## src/rtl/mem_port_arbiter_if.sv

```systemverilog
// rtl/mem_port_arbiter_if.sv - pipeline/memory bus bundle for the unified memory port arbiter
interface mem_port_arbiter_if #(
    parameter int ADDR_W = 32,
    parameter int DATA_W = 32
);
    localparam int BE_W = DATA_W / 8;

    logic              IReqF;
    logic [ADDR_W-1:0] IAddrF;
    logic [DATA_W-1:0] IRdataF;
    logic              IAckF;

    logic              DReqM;
    logic              DWeM;
    logic [ADDR_W-1:0] DAddrM;
    logic [DATA_W-1:0] DWdataM;
    logic [BE_W-1:0]   DBeM;
    logic [DATA_W-1:0] DRdataM;
    logic              DAckM;

    logic              MemReq;
    logic              MemWe;
    logic [ADDR_W-1:0] MemAddr;
    logic [DATA_W-1:0] MemWdata;
    logic [BE_W-1:0]   MemBe;
    logic              MemAck;
    logic [DATA_W-1:0] MemRdata;

    logic              StallF;
    logic              StallM;
    logic              TimeoutErr;

    modport slave (
        input  IReqF, IAddrF, DReqM, DWeM, DAddrM, DWdataM, DBeM, MemAck, MemRdata,
        output IRdataF, IAckF, DRdataM, DAckM, MemReq, MemWe, MemAddr, MemWdata, MemBe,
        output StallF, StallM, TimeoutErr
    );

    modport master (
        output IReqF, IAddrF, DReqM, DWeM, DAddrM, DWdataM, DBeM, MemAck, MemRdata,
        input  IRdataF, IAckF, DRdataM, DAckM, MemReq, MemWe, MemAddr, MemWdata, MemBe,
        input  StallF, StallM, TimeoutErr
    );
endinterface

```

## src/rtl/mem_port_arbiter.sv

```systemverilog
// rtl/mem_port_arbiter.sv - fetch/data arbiter for a single-ported unified memory
module mem_port_arbiter #(
    parameter int ADDR_W       = 32,
    parameter int DATA_W       = 32,
    parameter int STARVE_LIMIT = 4,
    parameter int TIMEOUT_CYC  = 64
) (
    input  logic               CLK,
    input  logic               CLR,
    mem_port_arbiter_if.slave  bus
);
    localparam int BE_W     = DATA_W / 8;
    localparam int STARVE_W = $clog2(STARVE_LIMIT + 1);
    localparam int WAIT_W   = (TIMEOUT_CYC < 2) ? 1 : $clog2(TIMEOUT_CYC);
    localparam logic [STARVE_W-1:0] STARVE_MAX = STARVE_W'(STARVE_LIMIT);
    localparam logic [WAIT_W-1:0]   WAIT_LAST  = WAIT_W'((TIMEOUT_CYC > 0) ? TIMEOUT_CYC - 1 : 0);

    typedef enum logic [1:0] {IDLE, I_ACC, D_ACC} state_e;

    state_e              state_q, state_d;
    logic [STARVE_W-1:0] starve_cnt_q, starve_cnt_d;
    logic [WAIT_W-1:0]   wait_cnt_q, wait_cnt_d;
    logic                timeout_err_q, timeout_err_d;
    logic                mem_we_q, mem_we_d;
    logic [ADDR_W-1:0]   mem_addr_q, mem_addr_d;
    logic [DATA_W-1:0]   mem_wdata_q, mem_wdata_d;
    logic [BE_W-1:0]     mem_be_q, mem_be_d;

    logic in_acc;
    logic timeout_hit;
    logic acc_done;
    logic i_ack;
    logic d_ack;

    always_ff @(posedge CLK or negedge CLR) begin
        if (!CLR) begin
            state_q       <= IDLE;
            starve_cnt_q  <= '0;
            wait_cnt_q    <= '0;
            timeout_err_q <= 1'b0;
            mem_we_q      <= 1'b0;
            mem_addr_q    <= '0;
            mem_wdata_q   <= '0;
            mem_be_q      <= '0;
        end else begin
            state_q       <= state_d;
            starve_cnt_q  <= starve_cnt_d;
            wait_cnt_q    <= wait_cnt_d;
            timeout_err_q <= timeout_err_d;
            mem_we_q      <= mem_we_d;
            mem_addr_q    <= mem_addr_d;
            mem_wdata_q   <= mem_wdata_d;
            mem_be_q      <= mem_be_d;
        end
    end

    always_comb begin
        state_d       = state_q;
        starve_cnt_d  = starve_cnt_q;
        wait_cnt_d    = wait_cnt_q;
        timeout_err_d = timeout_err_q;
        mem_we_d      = mem_we_q;
        mem_addr_d    = mem_addr_q;
        mem_wdata_d   = mem_wdata_q;
        mem_be_d      = mem_be_q;

        in_acc      = (state_q != IDLE);
        // A real MemAck in the last allowed cycle beats the watchdog.
        timeout_hit = (TIMEOUT_CYC != 0) && in_acc && (wait_cnt_q == WAIT_LAST) && !bus.MemAck;
        acc_done    = in_acc && (bus.MemAck || timeout_hit);

        case (state_q)
            IDLE: begin
                if (bus.IReqF && (!bus.DReqM || starve_cnt_q == STARVE_MAX)) begin
                    state_d      = I_ACC;
                    wait_cnt_d   = '0;
                    starve_cnt_d = '0;
                    mem_we_d     = 1'b0;
                    mem_addr_d   = bus.IAddrF;
                    mem_wdata_d  = '0;
                    mem_be_d     = '1;
                end else if (bus.DReqM) begin
                    state_d      = D_ACC;
                    wait_cnt_d   = '0;
                    mem_we_d     = bus.DWeM;
                    mem_addr_d   = bus.DAddrM;
                    mem_wdata_d  = bus.DWdataM;
                    mem_be_d     = bus.DBeM;
                    if (!bus.IReqF) begin
                        starve_cnt_d = '0;
                    end else if (starve_cnt_q != STARVE_MAX) begin
                        starve_cnt_d = starve_cnt_q + 1'b1;
                    end
                end
            end
            I_ACC, D_ACC: begin
                if (acc_done) begin
                    state_d = IDLE;
                    if (timeout_hit) begin
                        timeout_err_d = 1'b1;
                    end
                end else begin
                    wait_cnt_d = wait_cnt_q + 1'b1;
                end
            end
            default: state_d = IDLE;
        endcase
    end

    assign i_ack = (state_q == I_ACC) && acc_done;
    assign d_ack = (state_q == D_ACC) && acc_done;

    assign bus.IAckF      = i_ack;
    assign bus.DAckM      = d_ack;
    assign bus.IRdataF    = ((state_q == I_ACC) && bus.MemAck) ? bus.MemRdata : '0;
    assign bus.DRdataM    = ((state_q == D_ACC) && bus.MemAck) ? bus.MemRdata : '0;
    assign bus.StallF     = bus.IReqF & ~i_ack;
    assign bus.StallM     = bus.DReqM & ~d_ack;
    assign bus.MemReq     = in_acc;
    assign bus.MemWe      = mem_we_q;
    assign bus.MemAddr    = mem_addr_q;
    assign bus.MemWdata   = mem_wdata_q;
    assign bus.MemBe      = mem_be_q;
    assign bus.TimeoutErr = timeout_err_q;
endmodule

```

## src/flat_wrapper.sv

```systemverilog
// flat-port wrapper written by rule: the top's interface ports become plain ports
module mem_port_arbiter_flat 
#(
    parameter int ADDR_W       = 32,
    parameter int DATA_W       = 32,
    parameter int STARVE_LIMIT = 4,
    parameter int TIMEOUT_CYC  = 64
)
  (CLK, CLR, bus_IReqF, bus_IAddrF, bus_DReqM, bus_DWeM, bus_DAddrM, bus_DWdataM, bus_DBeM, bus_MemAck, bus_MemRdata, bus_IRdataF, bus_IAckF, bus_DRdataM, bus_DAckM, bus_MemReq, bus_MemWe, bus_MemAddr, bus_MemWdata, bus_MemBe, bus_StallF, bus_StallM, bus_TimeoutErr);
  mem_port_arbiter_if #(.ADDR_W(ADDR_W), .DATA_W(DATA_W)) bus_i ();
  input  logic CLK;
  input  logic CLR;
  input wire logic [$bits(bus_i.IReqF)-1:0] bus_IReqF;
  input wire logic [$bits(bus_i.IAddrF)-1:0] bus_IAddrF;
  input wire logic [$bits(bus_i.DReqM)-1:0] bus_DReqM;
  input wire logic [$bits(bus_i.DWeM)-1:0] bus_DWeM;
  input wire logic [$bits(bus_i.DAddrM)-1:0] bus_DAddrM;
  input wire logic [$bits(bus_i.DWdataM)-1:0] bus_DWdataM;
  input wire logic [$bits(bus_i.DBeM)-1:0] bus_DBeM;
  input wire logic [$bits(bus_i.MemAck)-1:0] bus_MemAck;
  input wire logic [$bits(bus_i.MemRdata)-1:0] bus_MemRdata;
  output wire logic [$bits(bus_i.IRdataF)-1:0] bus_IRdataF;
  output wire logic [$bits(bus_i.IAckF)-1:0] bus_IAckF;
  output wire logic [$bits(bus_i.DRdataM)-1:0] bus_DRdataM;
  output wire logic [$bits(bus_i.DAckM)-1:0] bus_DAckM;
  output wire logic [$bits(bus_i.MemReq)-1:0] bus_MemReq;
  output wire logic [$bits(bus_i.MemWe)-1:0] bus_MemWe;
  output wire logic [$bits(bus_i.MemAddr)-1:0] bus_MemAddr;
  output wire logic [$bits(bus_i.MemWdata)-1:0] bus_MemWdata;
  output wire logic [$bits(bus_i.MemBe)-1:0] bus_MemBe;
  output wire logic [$bits(bus_i.StallF)-1:0] bus_StallF;
  output wire logic [$bits(bus_i.StallM)-1:0] bus_StallM;
  output wire logic [$bits(bus_i.TimeoutErr)-1:0] bus_TimeoutErr;
  assign bus_i.IReqF = bus_IReqF;
  assign bus_i.IAddrF = bus_IAddrF;
  assign bus_i.DReqM = bus_DReqM;
  assign bus_i.DWeM = bus_DWeM;
  assign bus_i.DAddrM = bus_DAddrM;
  assign bus_i.DWdataM = bus_DWdataM;
  assign bus_i.DBeM = bus_DBeM;
  assign bus_i.MemAck = bus_MemAck;
  assign bus_i.MemRdata = bus_MemRdata;
  assign bus_IRdataF = bus_i.IRdataF;
  assign bus_IAckF = bus_i.IAckF;
  assign bus_DRdataM = bus_i.DRdataM;
  assign bus_DAckM = bus_i.DAckM;
  assign bus_MemReq = bus_i.MemReq;
  assign bus_MemWe = bus_i.MemWe;
  assign bus_MemAddr = bus_i.MemAddr;
  assign bus_MemWdata = bus_i.MemWdata;
  assign bus_MemBe = bus_i.MemBe;
  assign bus_StallF = bus_i.StallF;
  assign bus_StallM = bus_i.StallM;
  assign bus_TimeoutErr = bus_i.TimeoutErr;
  mem_port_arbiter #(.ADDR_W(ADDR_W), .DATA_W(DATA_W), .STARVE_LIMIT(STARVE_LIMIT), .TIMEOUT_CYC(TIMEOUT_CYC)) u_core (.CLK(CLK), .CLR(CLR), .bus(bus_i));
endmodule
```

## config.mk

```make
export PLATFORM = sky130hd
export DESIGN_NAME = mem_port_arbiter_flat
export DESIGN_NICKNAME = d
export VERILOG_FILES = /design/src/rtl/mem_port_arbiter_if.sv /design/src/rtl/mem_port_arbiter.sv /design/src/flat_wrapper.sv
export SDC_FILE = /design/constraint.sdc
export NUM_CORES = 1
export LEC_CHECK = 0
export BUFFER_PORTS_ARGS = -buffer_cell sky130_fd_sc_hd__clkbuf_2
export CORE_ASPECT_RATIO = 0.5
export CORE_MARGIN = 2
export CORE_UTILIZATION = 30
export CTS_CLUSTER_DIAMETER = 30
export CTS_CLUSTER_SIZE = 10
export DETAILED_ROUTE_END_ITERATION = 16
export SETUP_SLACK_MARGIN = 0.02
export SLEW_MARGIN = 30
export SYNTH_ARGS = -nofsm -noshare
export SYNTH_HDL_FRONTEND = slang
export SYNTH_SLANG_ARGS = --single-unit
```

## constraint.sdc

```tcl
create_clock -name CLK -period 2.1 [get_ports CLK]
set_clock_uncertainty 0.05 [all_clocks]
set_input_delay 0.525 -clock CLK [delete_from_list [all_inputs] [get_ports CLK]]
set_output_delay 0.525 -clock CLK [all_outputs]
set_load 0.05 [all_outputs]
```

# [Word-level counts from Yosys, hierarchy flattened]
# Cells that the tools add are included.
[op_classes] n_addsub=2 n_eq_ne=9 reduce_logical=22 n_bitwise=4 n_mux=22
[op_table] cell="$mux W32" count=6
[op_table] cell="$mux W6" count=3
[op_table] cell="$mux W3" count=4
[op_table] cell="$pmux W6 S2" count=1
[op_table] cell="$reduce_and A3 Y1" count=3
[op_table] cell="$logic_and A1 B1 Y1" count=8
[op_table] cell="$mux W4" count=2
[op_table] cell="$add A6 B1 Y6 const B" count=1
[op_table] cell="$eq A6 B6 Y1 const B" count=1
[op_table] cell="$mux W2" count=3
[op_table] cell="$reduce_bool A2 Y1" count=3
[op_table] cell="$pmux W2 S2" count=1
[op_table] cell="$reduce_and A2 Y1" count=2
[op_table] cell="$add A3 B1 Y3 const B" count=1
[op_table] cell="$eq A3 B3 Y1 const B" count=1
[op_table] cell="$ne A3 B1 Y1 const B" count=1
[op_table] cell="$ne A3 B2 Y1 const B" count=1
[op_table] cell="$ne A3 B3 Y1 const B" count=1
[op_table] cell="$and A1 B1 Y1" count=2
[op_table] cell="$eq A2 B1 Y1 const B" count=1
[op_table] cell="$eq A2 B2 Y1 const B" count=1
[op_table] cell="$logic_not A1 Y1" count=2
[op_table] cell="$logic_not A2 Y1" count=1
[op_table] cell="$logic_or A1 B1 Y1" count=2
[op_table] cell="5 further kinds" count=7
[totals] reg_bits=81 output_inout_bits=139

# [Longest topological paths before layout]
[depth] depth_word=8 depth_mapped=9 mapped_depth_nobuf=6

# [Least setup slack after synthesis]
# OpenSTA, ideal clock, no wires.
[synth_timing] kind="reg2out" startpoint="reg u_core.state_q[0]" endpoint="out bus_StallF" arrival_ns=2.305 path_slack_ns=-0.780 stages_incl_launch_ff=7 required_ns=1.525 path_cell_list="dfrtp_1 > inv_1 > ha_1 > buf_6 > inv_1 > o21a_1 > a21boi_0"
[synth_between] elab_chain_len=8 word_cells_on_any_way=9
[synth_rtl] element="from (decl)" line="mem_port_arbiter.sv:20" source="state_e state_q, state_d;"
[synth_rtl] element="from (signal assigned)" line="mem_port_arbiter.sv:46" source="state_q <= state_d;"
[synth_rtl] element="$reduce_bool A2 Y1 *" line="mem_port_arbiter.sv:67" source="in_acc = (state_q != IDLE);"
[synth_rtl] element="net bus_MemReq" line="flat_wrapper.sv:26" source="output wire logic [$bits(bus_i.MemReq)-1:0] bus_MemReq;"
[synth_rtl] element="$logic_and A1 B1 Y1 (2 in series)" line="mem_port_arbiter.sv:69" source="timeout_hit = (TIMEOUT_CYC != 0) && in_acc && (wait_cnt_q == WAIT_LAST) && !bus.MemAck;"
[synth_rtl] element="$logic_or A1 B1 Y1" line="mem_port_arbiter.sv:70" source="acc_done = in_acc && (bus.MemAck || timeout_hit);"
[synth_rtl] element="$logic_and A1 B1 Y1 *" line="mem_port_arbiter.sv:70"
[synth_rtl] element="$logic_and A1 B1 Y1 *" line="mem_port_arbiter.sv:110" source="assign i_ack = (state_q == I_ACC) && acc_done;"
[synth_rtl] element="$not A1 Y1 *" line="mem_port_arbiter.sv:117" source="assign bus.StallF = bus.IReqF & ~i_ack;"
[synth_rtl] element="$and A1 B1 Y1 *" line="mem_port_arbiter.sv:117"
[synth_rtl] element="to (decl)" line="flat_wrapper.sv:31" source="output wire logic [$bits(bus_i.StallF)-1:0] bus_StallF;"
# The timed path passes the listed nets; every way through them passes the cells marked *.

# [Worst setup path in the final report]
[layout_timing] startpoint="reg u_core.state_q[1]" endpoint="out bus_DRdataM[18]"
[layout_between] elab_chain_len=3
[layout_rtl] element="$eq A2 B2 Y1" line="mem_port_arbiter.sv:116" source="assign bus.DRdataM = ((state_q == D_ACC) && bus.MemAck) ? bus.MemRdata : '0;"
[layout_rtl] element="$logic_and A1 B1 Y1" line="mem_port_arbiter.sv:116"
[layout_rtl] element="$mux W32" line="mem_port_arbiter.sv:116"
[layout_rtl] element="to (decl)" line="flat_wrapper.sv:24" source="output wire logic [$bits(bus_i.DRdataM)-1:0] bus_DRdataM;"
# Every way passes these cells.

==> impl_metrics.csv <==
group,metric,value,unit
critical_path,critPathBufInv,3,
synthesis,synth-main-ff-cell,"dfrtp_1",
critical_path,r2r_slack,0.23,ns
sta,hold_violations,0,
floorplan,rows,29,
synthesis,synth_nets,532,
worst_hold_path,whs_endpoint,"u_core.bus.MemBe[3]",
cts,cts_tree,"built",
place,dp_cells,818,
outcome,outcome,"complete, but fails checks",
synthesis,synth_edf_count,0,
floorplan,start_util,30.70,%
synthesis,async_flop_share,100.0,%
sta,slew_headroom,79.45,%
critical_path,slowest_delay,0.39,ns
sta,fin_crit_sh,110.8,%
cts,cts_inserted_buffers,9,
floorplan,die_y,84.38,um
synthesis,yosys-top-cells-count,"dfrtp_1 (81), and3_1 (66), nor2_1 (63)",
power,switching_share,50.30,%
grt,first_global_vias,3925,
critical_path,path_class,"flop to output port",
floorplan,design.portCount,277,
worst_hold_path,hold_path.class,"primary input to flop",
outcome,violations,"negative setup slack",
route,drt_iter0_markers,205,
cts,clock_sink_count,81,
cells_and_area,n_antenna_cell,0,
cts,htreeDepth,3,
power,comb_power_share,58.7,%
synthesis,netlist.area_leader.share,52.29,%
power,power,0.01019,W
grt,antenna_found_initial,0,
place,place.port_buffers,276,
route,num_vias,3989,
critical_path,cp_top_family,"buffers and inverters",
cells_and_area,final_nets,808,
cells_and_area,design_area,0.006686,sq mm
synthesis,syn-instance-count,388,
synthesis,ys_top_cells_by_area,"dfrtp_1 (52%), and3_1 (11%), a22o_1 (7.5%)",
sta,worst_pin_slew,0.3082,ns
sta,drv_slew,0,
route,drcViolationCount,0,
sta,rsz0062_at_grt,"true",
critical_path,crit_arrival,1.75,ns
synthesis,synth.avg_cell_area,9.990,sq um
critical_path,reg2reg_from,"u_core.state_q[1]",
cts,cts_root_buf,"clkbuf_16",
place,place_congestion,0.7671,
route,drt-wirelength-per-cell,15.76,um
critical_path,crit_path_start_kind,"flop",
grt,grt_pass1_wl,20.58,mm
grt,grt_overflow,0,
power,p_leak,3.542,nW
worst_hold_path,whs_path_depth,2,
critical_path,r2r_end,"u_core.wait_cnt_q[2]",
route,viasPerCell,4.760,
cts,clock_path_buffers,2,
critical_path,critPathCaptureType,"output port",
place,hpwl,9.555,mm
route,first_pass_iters,4,
sta,setup-violations-final,68,
critical_path,cp_cell_sequence,"buf_4, ha_2, bufbuf_16, and3_1, clkbuf_8",
floorplan,chipWidth,164.8,um
grt,grt_max_degree,65,
power,pwr_density_cell,1524,mW/mm^2
power,netSwitchingPower,0.005125,W
sta,min_period,2.327,ns
route,ant_nets,0,
sta,setup_ws,-0.2268,ns
cells_and_area,fin_util,52.95,%
sta,final.setup.tns,-10.86,ns
worst_hold_path,hold_start,"bus_DBeM[3]",
power,ir_drop,705.3,uV
synthesis,syn_area,0.003876,sq mm
synthesis,yosysTopAreaCell,"dfrtp_1",
power,p_int,0.005064,W
synthesis,ys_seq_area_share,52.29,%
synthesis,yosysMostFrequentCell,"dfrtp_1",
synthesis,ys_types,39,
run,maxCapViolations,0,
place,placed_cell_area,0.005744,sq mm
critical_path,required,1.52,ns
critical_path,rr_worst_depth,8,
floorplan,die_area,0.01390,sq mm
cells_and_area,final-instance-count-excl-fill,838,
synthesis,yosys_warnings,0,
grt,grt_usage,18.79,%
route,routed_wl,13.20,mm
cts,clkLatencyLatePin,0.33,ns
cells_and_area,fill_cells,1147,
floorplan,fp.coreArea,0.01263,sq mm
power,p_clk_share,16.3,%
sta,clock.fmax,429.8,MHz
cts,path_clk_slew,0.06,ns
cells_and_area,drive_gt1_share,50.00,%
critical_path,cpMaxStageDelayCell,"dfrtp_1",
power,p_seq_share,25.0,%
synthesis,ys_ff_latch,81,
cells_and_area,area_delta_synth_final,72.50,%
critical_path,worstPathMaxFanout,17,
==> registers in the layout (all words and copies together) (netlist names) <==
signal,flops
u_core.bus.MemAddr,32
u_core.bus.MemBe,4
u_core.bus.MemWdata,32
u_core.bus.MemWe,1
u_core.bus.TimeoutErr,1
u_core.starve_cnt_q,3
u_core.state_q,2
u_core.wait_cnt_q,6
==> cell families after synthesis <==
group,Yosys count,share of synthesized area (%)
buffers and inverters,41,5.487
adder cells (fa/ha/maj),6,1.937
AO/OA/AOI/OAI,90,17.85
flip-flops,81,52.29
AND/OR/NAND/NOR,169,22.18
multiplexers,1,0.2582
==> layer usage <==
layer	share of wire [%]	GRT usage (%)	vias up
li1	-	-	1950
met1	42	23.01	1912
met2	50	33.09	111
met3	5.7	5.040	16
met4	1.4	4.585	0
met5	0	0	-
==> layout by cell type, fill, tap and decap left out, types with 2 or more instances in the layout <==
cell type	n
a21boi_4	2
a22o_1	33
and2_4	2
and3_1	65
and3_4	2
buf_12	20
buf_4	14
buf_8	4
bufinv_16	2
clkbuf_1	2
clkbuf_16	12
clkbuf_2	206
clkbuf_8	51
dfrtp_1	81
ha_1	3
ha_2	2
inv_1	3
inv_2	2
nand2_1	20
nand3_1	6
nand3b_1	3
nor2_1	62
nor2_2	2
o21a_4	2
o21ai_0	6
o221ai_1	2
o22a_1	4
o22ai_1	31
==> power groups by stage <==
stage	Clock, W	Sequential [W]	Combinational [W]
final	0.00166	0.00255	0.00598
after global routing	0.00176	0.00264	0.00631
after CTS	0.00171	0.00255	0.00596
after detailed placement	0	0.00257	0.00566
after global placement	0	0.00255	0.00563
after floorplan	0	0.00467	0.00200
==> how the worst max path moves through the flow <==
stage,startpoint,endpoint,slack [ns],depth (start not counted)
CTS,u_core.state_q[1],bus_DAckM,-0.24,7
global placement,u_core.state_q[0],bus_DAckM,0.02,7
floorplan,u_core.state_q[0],bus_StallF,-0.04,6
global route,u_core.state_q[1],bus_IAckF,-0.29,7
detailed placement,u_core.state_q[0],bus_DAckM,-0.006,7
finish,u_core.state_q[1],bus_DRdataM[18],-0.23,5
==> area by class of cell <==
type                       instances  area [sq um]  share of cell area [%]
clock buffer                      12         246.5                   3.686
clock inverter                     3         65.06                  0.9731
inverter                           6         26.28                  0.3930
multi-input combinational        266          1702                   25.45
sequential                        81          2027                   30.31
tap                              170         212.7                   3.181
timing repair buffer             300          2407                   36.00
==> metrics by stage <==
step	hold slack, ns	setup slack (ns)
floorplan	0.1794	-0.03668
global placement	0.3242	0.02191
detailed placement	0.3246	-0.006193
CTS	0.3407	-0.2413
global route	0.3419	-0.2880
finish	0.3475	-0.2268
==> what timing repair did <==
action	CTS	global route
resized for setup	121	7
hold buffers	1	0
setup endpoints to repair	68	69
gates cloned	1	1
pin swaps	4	2
setup buffers	2	0
hold endpoints to repair	9	0
(Power assumes the default switching activity.)
